## config.mk

```make
export PLATFORM = sky130hd
export DESIGN_NAME = adder_nbit
export DESIGN_NICKNAME = d
export VERILOG_FILES = /design/src/rtl/adder_nbit.sv
export SDC_FILE = /design/constraint.sdc
export NUM_CORES = 1
export LEC_CHECK = 0
export CAP_MARGIN = 30
export CORE_MARGIN = 2
export CORE_UTILIZATION = 44
export CTS_BUF_LIST = sky130_fd_sc_hd__clkbuf_8
export CTS_CLUSTER_SIZE = 20
export DETAILED_ROUTE_END_ITERATION = 10
export PLACE_DENSITY = 0.82
export SYNTH_ARGS = -nofsm -noshare
export SYNTH_HDL_FRONTEND = slang
export SYNTH_SLANG_ARGS = --single-unit
```

## constraint.sdc

```tcl
create_clock -name clk -period 0.83 [get_ports clk]
set_input_delay 0.166 -clock clk [delete_from_list [all_inputs] [get_ports clk]]
set_output_delay 0.166 -clock clk [all_outputs]
set_load 0.005 [all_outputs]
```

## src/rtl/adder_nbit.sv

```systemverilog
// Registered N-bit unsigned adder with carry-out and a valid qualifier.
// Define ADDER_NBIT_PIPE_EN to split the add into two pipeline stages (2-cycle latency).
module adder_nbit #(
  parameter int N = 10
) (
  input  logic         clk,
  input  logic         rst,
  input  logic         in_valid,
  input  logic [N-1:0] a,
  input  logic [N-1:0] b,
  output logic         out_valid,
  output logic [N:0]   sum
);

`ifdef ADDER_NBIT_PIPE_EN
  localparam int L = (N + 1) / 2;
  localparam int H = N - L;

  logic [L-1:0] lo_p1_d, lo_p1_q;
  logic         cy_p1_d, cy_p1_q;
  logic [H-1:0] ahi_p1_q, bhi_p1_q;
  logic         vld_p1_q;
  logic [H:0]   hi_p2_d;
  logic [N:0]   sum_p2_d, sum_p2_q;
  logic         vld_p2_q;

  // Stage 1: low half add; upper operand bits travel with the partial sum
  always_comb begin
    {cy_p1_d, lo_p1_d} = {1'b0, a[L-1:0]} + {1'b0, b[L-1:0]};
  end

  always_ff @(posedge clk or posedge rst) begin
    if (rst) begin
      vld_p1_q <= 1'b0;
      lo_p1_q  <= '0;
      cy_p1_q  <= 1'b0;
      ahi_p1_q <= '0;
      bhi_p1_q <= '0;
    end else begin
      vld_p1_q <= in_valid;
      if (in_valid) begin
        lo_p1_q  <= lo_p1_d;
        cy_p1_q  <= cy_p1_d;
        ahi_p1_q <= a[N-1:L];
        bhi_p1_q <= b[N-1:L];
      end
    end
  end

  // Stage 2: upper half plus the registered low-half carry
  always_comb begin
    hi_p2_d  = {1'b0, ahi_p1_q} + {1'b0, bhi_p1_q} + {{H{1'b0}}, cy_p1_q};
    sum_p2_d = {hi_p2_d, lo_p1_q};
  end

  always_ff @(posedge clk or posedge rst) begin
    if (rst) begin
      vld_p2_q <= 1'b0;
      sum_p2_q <= '0;
    end else begin
      vld_p2_q <= vld_p1_q;
      if (vld_p1_q) begin
        sum_p2_q <= sum_p2_d;
      end
    end
  end

  assign out_valid = vld_p2_q;
  assign sum       = sum_p2_q;
`else
  logic [N:0] sum_p1_d, sum_p1_q;
  logic       vld_p1_q;

  // Stage 1: full-width add; sum holds its value on idle cycles
  always_comb begin
    sum_p1_d = {1'b0, a} + {1'b0, b};
  end

  always_ff @(posedge clk or posedge rst) begin
    if (rst) begin
      vld_p1_q <= 1'b0;
      sum_p1_q <= '0;
    end else begin
      vld_p1_q <= in_valid;
      if (in_valid) begin
        sum_p1_q <= sum_p1_d;
      end
    end
  end

  assign out_valid = vld_p1_q;
  assign sum       = sum_p1_q;
`endif

endmodule

```

==> results of run 1 <==
cells in the mapped netlist, types with 2 or more instances:
library cell and n:
sky130_fd_sc_hd__dfrtp_1 12, sky130_fd_sc_hd__o21ai_0 2, sky130_fd_sc_hd__a211oi_1 2, sky130_fd_sc_hd__mux2_2 3
sky130_fd_sc_hd__nand2b_1 4, sky130_fd_sc_hd__xnor2_1 3, sky130_fd_sc_hd__inv_1 6, sky130_fd_sc_hd__a21o_1 3
sky130_fd_sc_hd__a21oi_1 8, sky130_fd_sc_hd__o211ai_1 3, sky130_fd_sc_hd__xor2_1 2, sky130_fd_sc_hd__nand2_1 4
sky130_fd_sc_hd__nor2_1 7, sky130_fd_sc_hd__ha_1 10
kinds of logic after synthesis:
logic type | after synthesis | share of synthesized area [%]
buf+inv | 7 | 3.93
fa+ha+maj | 11 | 16.9
mux | 4 | 5.68
xor+xnor | 5 | 5.10
compound gates | 27 | 23.0
simple gates | 19 | 10.5
flops | 12 | 34.9
per-stage QoR:
| stage | cells | utilization (%) | area, sq um |
|---|---|---|---|
| 4_1_cts | 188 | 97.3 | 1740 |
| 3_5_place_dp | 165 | 83.6 | 1490 |
| 3_3_place_gp | 165 | 83.6 | 1490 |
| 2_1_floorplan | 85 | - | 953 |
repair_timing:
action	CTS
gates resized for setup	121
hold buffers	0
setup endpoints to repair	23
gates cloned	0
setup buffers	19
pin swaps	32
==> summary.md, run 1 <==
* outcome: stopped before the end
* Stop stage: global routing
* tool error: [ERROR DPL-0038] Utilization greater than 100%, impossible to legalize
* deepest clock path buffer count: 2
* maximum number of pins on one net before global-route repair: 13
* TritonCTS buffer count: 3
* number of distinct library cells after synthesis: 30
* clk sinks: 12
* CTS H-tree depth: 1
* register area share after synthesis: 34.9%
* RD Place Congestion: 0.767
* port bufs: 34
* number of primary I/O pins: 35
* dominant register cell in the synthesized netlist: sky130_fd_sc_hd__dfrtp_1
* total number of yosys warnings: 0
* Synth Cell Area: 860 sq um
* Mapped Cells: 85
* average size of a mapped cell: 10.1 sq um
* clock root buffer: sky130_fd_sc_hd__clkbuf_8
* die height: 48.2 microns
* worst slack at placement: -1.23 ns
* detailed-placement wirelength estimate: 2090 microns
* effective utilization at floorplan: 48.2%
* number of storage elements in the synthesis netlist: 12
* chip width: 48.2 microns
* endpoint with the least setup slack after the last repair: sum[4]$_DFFE_PP0P_/D
* EDFF count, synth: 0
* std cell rows: 15
* proportion of register bits with asynchronous set or reset after synthesis: 100%
* top cells by area, synth: sky130_fd_sc_hd__dfrtp_1, sky130_fd_sc_hd__ha_1, sky130_fd_sc_hd__a21oi_1
* share of the synthesized area in the top cell type: 34.9%
* synthesized netlist net count: 119
* biggest area consumer among synthesized cells: sky130_fd_sc_hd__dfrtp_1
* worst ep type: sequential cell input
==> inputs of run 2 (changes only) <==
==> config.mk (replaced) <==
export PLATFORM = sky130hd
export DESIGN_NAME = adder_nbit
export DESIGN_NICKNAME = d
export VERILOG_FILES = /design/src/rtl/adder_nbit.sv
export SDC_FILE = /design/constraint.sdc
export NUM_CORES = 1
export LEC_CHECK = 0
export CAP_MARGIN = 30
export CORE_AREA = 2 2 63 65
export DETAILED_ROUTE_END_ITERATION = 10
export DIE_AREA = 0 0 65 67
export PLACE_DENSITY_LB_ADDON = 0.15
export SYNTH_ARGS = -nofsm -noshare
export SYNTH_HDL_FRONTEND = slang
export SYNTH_SLANG_ARGS = --single-unit
==> run 2 against run 1 <==
- the flow now finishes, with violations (setup timing)
- synthesized cell count is the same
- area after synthesis did not move
==> summary.md, run 2 <==
* Critical Path End Type: flop
* CP max FO: 2
* Slowest cell on crit path: sky130_fd_sc_hd__o31a_1
* final max-slew violation count: 0
* detailed-route wire length on metal 1: 1070 microns
* CP peak stage delay: 0.25 ns
* deepest clock path buffer count: 2
* effective utilization at floorplan: 23.8%
* EDFF count, synth: 0
* most instantiated cells after synthesis: sky130_fd_sc_hd__dfrtp_1, sky130_fd_sc_hd__ha_1, sky130_fd_sc_hd__a21oi_1, sky130_fd_sc_hd__nor2_1, sky130_fd_sc_hd__inv_1
* crit-path cells: buf_6 > ha_4 > inv_2 > fa_2 > nand2b_4 > a21oi_4 > o211ai_1 > a21oi_1 > o31a_1
* cell internal pwr: 0.00180 W
* die height: 67 microns
* First DRT Iteration DRCs: 27
* unrepaired setup endpoints after global routing: yes
* share of the cycle needed by the critical path after routing: 159%
* via count: 907
* Switching Fraction: 28.3%
* grt ovf: 0
* Least-Margin Pin Slew: 0.277 ns
* average size of a mapped cell: 10.1 sq um
* failing checks: setup timing
* ANT cells: 0
* worst rel slew slack: 81.5%
* TritonCTS buffer count: 3
* max layer used: met4
* initial antenna violation count: 0
* layout cell share with drive strength beyond 1: 59.9%
* synthesized netlist net count: 119
* clock root buffer: sky130_fd_sc_hd__clkbuf_8
* vias per cell: 4.42
* total number of yosys warnings: 0
* total global routing track utilization: 12.7%
* Flop pwr share: 29.8%
* biggest area consumer among synthesized cells: sky130_fd_sc_hd__dfrtp_1
* number of primary I/O pins: 35
* setup-violating endpoint count in the final report: 23
* Net Switching: 0.000711 W
* Synth Cell Area: 860 sq um
* Comb power frac: 44.8%
* final hold vios: 0
* number of distinct library cells after synthesis: 30
* PnR worst setup slack: -0.493 ns
* post-layout minimum cycle time: 1.32 ns
* number of storage elements in the synthesis netlist: 12
* std cell rows: 22
* data required time of the critical path: 0.96 ns
* Post-DP Area: 1540 sq um
* clock tree from TritonCTS: yes
* type of the worst setup path: in2reg
* insertion delay to the later sink of the worst-skew pair: 0.23 ns
* flip-flop count of the largest register after layout: 11
* count of nets left with antenna violations after detail routing: 0
* most used cells in the layout excluding fill and tap cells: sky130_fd_sc_hd__buf_4, sky130_fd_sc_hd__buf_2, sky130_fd_sc_hd__dfrtp_1, sky130_fd_sc_hd__buf_6, sky130_fd_sc_hd__ha_4
* commonest non-fill, non-tap cell in the layout: sky130_fd_sc_hd__buf_4
* top cells by area, synth: sky130_fd_sc_hd__dfrtp_1, sky130_fd_sc_hd__ha_1, sky130_fd_sc_hd__a21oi_1
* CTS H-tree depth: 1
* register area share after synthesis: 34.9%
* via count of the first global-routing pass: 950
* data arrival at the endpoint of the critical path: 1.45 ns
* die area: 4360 sq um
* number of iterations in the first detailed-routing pass: 3
* chip width: 65 microns
* clock share of power: 25.4%
* final routed DRC violation total: 0
* Layout Cell Area excl Fill: 1720 sq um
* routed length per instance: 12.5 microns
* fill cell total of the finished layout: 363
* leakage power: 0.801 nW
* port bufs: 34
* Worst Clk Skew: 0 ns
* number of maximum-capacitance violations: 0
* area taken by multi-input logic gates: 741 sq um
* Total Power Consumption: 0.00251 W
* detailed-placement wirelength estimate: 1880 microns
* dominant register cell in the synthesized netlist: sky130_fd_sc_hd__dfrtp_1
* share of the synthesized area in the top cell type: 34.9%
* Reg area: 300 sq um
* RD Place Congestion: 0.809
* clk sinks: 12
* Cell Pwr Density: 1460 nW/um^2
* maximum number of pins on one net before global-route repair: 13
* area grow syn2layout: 100%
* Worst Setup Start Kind: input port
* global-route wire length before repair: 4200 microns
* count of hold buffers inserted by post-cts repair: 0
* Placeable Area: 3610 sq um
* met3 routed WL: 155 microns
* worst slack at placement: -1.22 ns
* clock slew seen by the registers of the worst setup and hold paths: 0.06 ns
* Mapped Cells: 85
* count of nets after finishing: 192
* total met2 wirelength after detailed routing: 1320 microns
* most numerous cell in the Yosys netlist: sky130_fd_sc_hd__dfrtp_1
* final WL: 2570 microns
* proportion of register bits with asynchronous set or reset after synthesis: 100%
* achievable clock frequency: 0.756 GHz
* outcome: complete, but fails checks
* worst hold path type: in2async
* highest ir drop seen on vdd: 0.000486 V
==> run 2: cells by family after synthesis <==
family                     count (synthesis)  share of synthesized area [%]
buffers and inverters                      7                           3.93
and+or+nand+nor                           19                           10.5
xor gates and xnor gates                   5                           5.10
DFF                                       12                           34.9
muxes                                      4                           5.68
adders and majority gates                 11                           16.9
AOI/OAI and AO/OA                         27                           23.0
==> run 2: worst paths after layout <==
kind	slack [ns]	end	cells past startpoint	start
setup / recovery	-0.49	sum[10]	9	b[0]
hold / removal	0.24	sum[4]	3	rst
setup reg to reg	-0.15	sum[5]	3	sum[5]
hold reg to reg	0.52	sum[4]	1	sum[4]
max in group asynchronous	0.48	sum[6]	3	rst
min in group clk	0.27	sum[0]	3	a[0]
==> run 2: worst max-delay path, delay by kind of cell <==
kind / cells / cell delay (ns)
AOI/OAI and AO/OA: 4 / 0.66
adders and majority gates: 2 / 0.34
buffers and inverters: 2 / 0.15
and+or+nand+nor: 1 / 0.14
==> run 2: what timing repair did <==
action	CTS	global route
setup buffers	7	3
setup endpoints to repair	23	24
pin swaps	29	19
endpoints found under the hold margin	0	0
cloned	0	1
resized for setup	113	19
==> run 2: area by class of cell <==
cell class,count,area share [%]
inverter,6,1.31
sequential,12,17.5
clock buffer,4,3.20
multi-input combinational,66,43.1
timing repair buffer,69,31.5
tap,48,3.49
==> run 2: power by group through the flow <==
stage | Sequential (W) | Clock, W | Combinational (W)
CTS | 0.000749 | 0.000660 | 0.00107
floorplan | 0.000763 | 0 | 0.000436
detailed placement | 0.000762 | 0 | 0.00103
global route | 0.000760 | 0.000694 | 0.00123
global placement | 0.000761 | 0 | 0.00103
finish | 0.000747 | 0.000638 | 0.00112
==> run 2: metal layers <==
layer | vias up | global-route usage, %
met3 | 2 | 3.04
met5 | - | 0
li1 | 453 | -
met2 | 23 | 22.3
met4 | 0 | 4.79
met1 | 429 | 14.8
==> run 2: per-stage QoR <==
stage | std cells | TNS, ns | hold slack [ns] | utilization [%]
final | 205 | -4.58 | 0.241 | 47.7
after global routing | 205 | -5.42 | 0.267 | 47.7
after CTS | 201 | -5.09 | 0.244 | 45.9
after detailed placement | 190 | -13.27 | 0.488 | 42.6
after global placement | 190 | -13.14 | 0.491 | 42.6
after floorplan | 85 | -4.27 | 0.0307 | -
Power figures use the tool's default switching activity.
==> inputs of run 3 (changes only) <==
--- a/config.mk
+++ b/config.mk
@@ -5,6 +5,7 @@
 export SDC_FILE = /design/constraint.sdc
 export NUM_CORES = 1
 export LEC_CHECK = 0
+export ABC_AREA = 1
 export CAP_MARGIN = 30
 export CORE_AREA = 2 2 63 65
 export DETAILED_ROUTE_END_ITERATION = 10
==> run 3 against run 2 <==
- clock power decreased by 1%
- sequential share of layout area decreased by 0.67 points
- worst hold slack got worse by 0.0084 ns
- largest power group unchanged
- sequential cell count unchanged
- the flow still finishes with violations (setup timing)
- critical endpoint is now sum[6]
- non-clock buffer count decreased by 6
- die area unchanged
- area after synthesis increased by 6.3%
- clock-buffer cell count unchanged
- routed wire length decreased by 4.9%
==> summary.md, run 3 <==
* Slowest cell on crit path: sky130_fd_sc_hd__fa_2
* average size of a mapped cell: 7.31 sq um
* final hold vios: 0
* Worst Clk Skew: 0 ns
* insertion delay to the later sink of the worst-skew pair: 0.24 ns
* achievable clock frequency: 0.901 GHz
* total number of yosys warnings: 0
* number of non-filler instances in the completed layout: 238
* Worst Setup Start Kind: input port
* TritonCTS buffer count: 3
* data arrival at the endpoint of the critical path: 1.24 ns
* post-layout minimum cycle time: 1.11 ns
* total global routing track utilization: 12.5%
* share of the synthesized area in the top cell type: 32.9%
* top cells by area, synth: sky130_fd_sc_hd__dfrtp_1, sky130_fd_sc_hd__nand2_1, sky130_fd_sc_hd__ha_1
* type of the worst setup path: in2reg
* global-route wire length before repair: 4210 microns
* area grow syn2layout: 95.9%
* number of storage elements in the synthesis netlist: 12
* CP max FO: 3
* Post-DP Area: 1580 sq um
* Placeable Area: 3610 sq um
* count of nets after finishing: 225
* Least-Margin Pin Slew: 0.194 ns
* Net Switching: 0.000757 W
* detailed-placement wirelength estimate: 1840 microns
* failing checks: setup timing
* Switching Fraction: 30.4%
* chip width: 65 microns
* effective utilization at floorplan: 25.3%
* clock root buffer: sky130_fd_sc_hd__clkbuf_8
* register area share after synthesis: 32.9%
* share of the cycle needed by the critical path after routing: 134%
* cell internal pwr: 0.00174 W
* setup_tns: -2.60 ns
* First DRT Iteration DRCs: 19
* count of hold buffers inserted by post-cts repair: 0
* highest ir drop seen on vdd: 0.000446 V
* Comb power frac: 46.1%
* routed length per instance: 10.3 microns
* most instantiated cells after synthesis: sky130_fd_sc_hd__nand2_1, sky130_fd_sc_hd__inv_1, sky130_fd_sc_hd__dfrtp_1, sky130_fd_sc_hd__ha_1, sky130_fd_sc_hd__nand3_1
* final max-slew violation count: 0
* biggest area consumer among synthesized cells: sky130_fd_sc_hd__dfrtp_1
* maximum number of pins on one net before global-route repair: 13
* number of distinct library cells after synthesis: 23
* PnR worst setup slack: -0.280 ns
* commonest non-fill, non-tap cell in the layout: sky130_fd_sc_hd__nand2_1
* deepest clock path buffer count: 2
* Cell Pwr Density: 1390 nW/um^2
* CTS H-tree depth: 1
* clock share of power: 25.3%
* unrepaired setup endpoints after global routing: yes
* Layout Cell Area excl Fill: 1790 sq um
* EDFF count, synth: 0
* dominant register cell in the synthesized netlist: sky130_fd_sc_hd__dfrtp_1
* crit-path cells: buf_6 > ha_4 > inv_2 > fa_2 > o21ai_4 > nand2_1 > nand2_1 > nand2_1 > nand3_1 > nand2_1
* number of cells in the design after placement: 222
* data required time of the critical path: 0.96 ns
* die area: 4360 sq um
* worst hold path type: in2async
* CP peak stage delay: 0.36 ns
* number of iterations in the first detailed-routing pass: 2
* via count of the first global-routing pass: 1004
* initial antenna violation count: 0
* Mapped Cells: 125
* ANT cells: 0
* clock slew seen by the registers of the worst setup and hold paths: 0.05 ns
* layout cell share with drive strength beyond 1: 63.2%
* clk sinks: 12
* via count: 1027
* number of primary I/O pins: 35
* final routed DRC violation total: 0
* Critical Path End Type: flop
* port bufs: 34
* worst rel slew slack: 87.0%
* critical path's most frequent cell: sky130_fd_sc_hd__nand2_1
* std cell rows: 22
* die height: 67 microns
* synthesized netlist net count: 159
* proportion of register bits with asynchronous set or reset after synthesis: 100%
* RD Place Congestion: 0.709
* vias per cell: 4.32
* outcome: complete, but fails checks
* clock tree from TritonCTS: yes
* Synth Cell Area: 913 sq um
* most numerous cell in the Yosys netlist: sky130_fd_sc_hd__nand2_1
* Flop pwr share: 28.6%
* fill cell total of the finished layout: 376
* setup-violating endpoint count in the final report: 22
* Total Power Consumption: 0.00249 W
* count of nets left with antenna violations after detail routing: 0
* final WL: 2440 microns
* flip-flop count of the largest register after layout: 11
* number of maximum-capacitance violations: 0
* leakage power: 0.884 nW
* grt ovf: 0
* most used cells in the layout excluding fill and tap cells: sky130_fd_sc_hd__nand2_1, sky130_fd_sc_hd__buf_2, sky130_fd_sc_hd__buf_4, sky130_fd_sc_hd__nand2_2, sky130_fd_sc_hd__dfrtp_1
-- run 3: cell count changes after synthesis, moves of 2 or more --
cell | before | now
sky130_fd_sc_hd__nand2_2 | 0 | 5
sky130_fd_sc_hd__nand2b_1 | 4 | 0
sky130_fd_sc_hd__a21o_1 | 3 | 0
sky130_fd_sc_hd__xor2_1 | 2 | 0
sky130_fd_sc_hd__a21oi_1 | 8 | 5
sky130_fd_sc_hd__nand3_1 | 1 | 9
sky130_fd_sc_hd__o21ai_1 | 0 | 2
sky130_fd_sc_hd__inv_1 | 6 | 14
sky130_fd_sc_hd__nand2_1 | 4 | 43
sky130_fd_sc_hd__nand3b_1 | 0 | 2
sky130_fd_sc_hd__o211ai_1 | 3 | 0
sky130_fd_sc_hd__mux2_2 | 3 | 0
-- run 3: area by class of cell --
class / instances / area [sq um] / share of cell area, %
tap: 48 / 60.1 / 3.36
multi-input combinational: 97 / 851 / 47.6
timing repair buffer: 63 / 470 / 26.3
clock buffer: 4 / 55.1 / 3.08
sequential: 12 / 300 / 16.8
inverter: 14 / 52.6 / 2.94
-- run 3: final timing paths --
check / end / slack [ns] / cells past startpoint / startpoint
setup / recovery: sum[6] / -0.28 / 10 / b[0]
hold / removal: sum[2] / 0.23 / 3 / rst
setup reg to reg: sum[2] / -0.03 / 4 / sum[2]
hold reg to reg: sum[10] / 0.53 / 2 / sum[10]
max in group asynchronous: sum[7] / 0.49 / 3 / rst
min in group clk: sum[0] / 0.23 / 4 / a[0]
-- run 3: what timing repair did --
item / in CTS / in global routing
setup buffers: 10 / 4
gates resized for setup: 152 / 19
setup endpoints to repair: 23 / 23
pin swaps: 33 / 20
-- run 3: critical path: cells and delay by family --
family,cells,cell delay (ns)
AOI/OAI and AO/OA,1,0.17
buffers and inverters,2,0.11
adders and majority gates,2,0.49
and+or+nand+nor,5,0.31
-- run 3: cells by family (layout without fill, tap and decap cells) --
logic type | Yosys count | count (layout) | share of synthesized area [%]
AO/OA/AOI/OAI | 14 | 14 | 9.18
XOR/XNOR | 2 | 2 | 1.92
adder cells (fa/ha/maj) | 11 | 11 | 15.9
buffers and inverters | 16 | 81 | 7.12
flip-flops | 12 | 12 | 32.9
AND/OR/NAND/NOR | 70 | 70 | 33.0
-- run 3: metrics by stage --
stage / setup WS (ns) / util [%] / hold WS, ns
floorplan: -0.426 / - / 0.0307
global placement: -1.01 / 43.7 / 0.459
detailed placement: -1.05 / 43.7 / 0.462
CTS: -0.324 / 47.7 / 0.235
global route: -0.349 / 49.6 / 0.232
finish: -0.280 / 49.6 / 0.232
-- run 3: per-layer routing --
layer,up-vias,track usage [%],wire length [microns]
li1,533,-,-
met1,465,14.8,1100
met2,25,22.0,1190
met3,4,2.70,129
met4,0,4.79,26
met5,-,0,0
-- run 3: power by group through the flow --
stage	clock (W)	combinational, W	sequential [W]
floorplan	0	0.000441	0.000735
global placement	0	0.000960	0.000726
detailed placement	0	0.000966	0.000728
CTS	0.000646	0.00108	0.000713
global route	0.000691	0.00127	0.000725
finish	0.000630	0.00115	0.000713
==> inputs of run 4 (changes only) <==
--- a/config.mk
+++ b/config.mk
@@ -10,6 +10,7 @@
 export CORE_AREA = 2 2 63 65
 export DETAILED_ROUTE_END_ITERATION = 10
 export DIE_AREA = 0 0 65 67
+export HOLD_SLACK_MARGIN = 0.1
 export PLACE_DENSITY_LB_ADDON = 0.15
 export SYNTH_ARGS = -nofsm -noshare
 export SYNTH_HDL_FRONTEND = slang
==> results of run 4 <==
Final layout, timing and power as in run 3 (identical DEF).
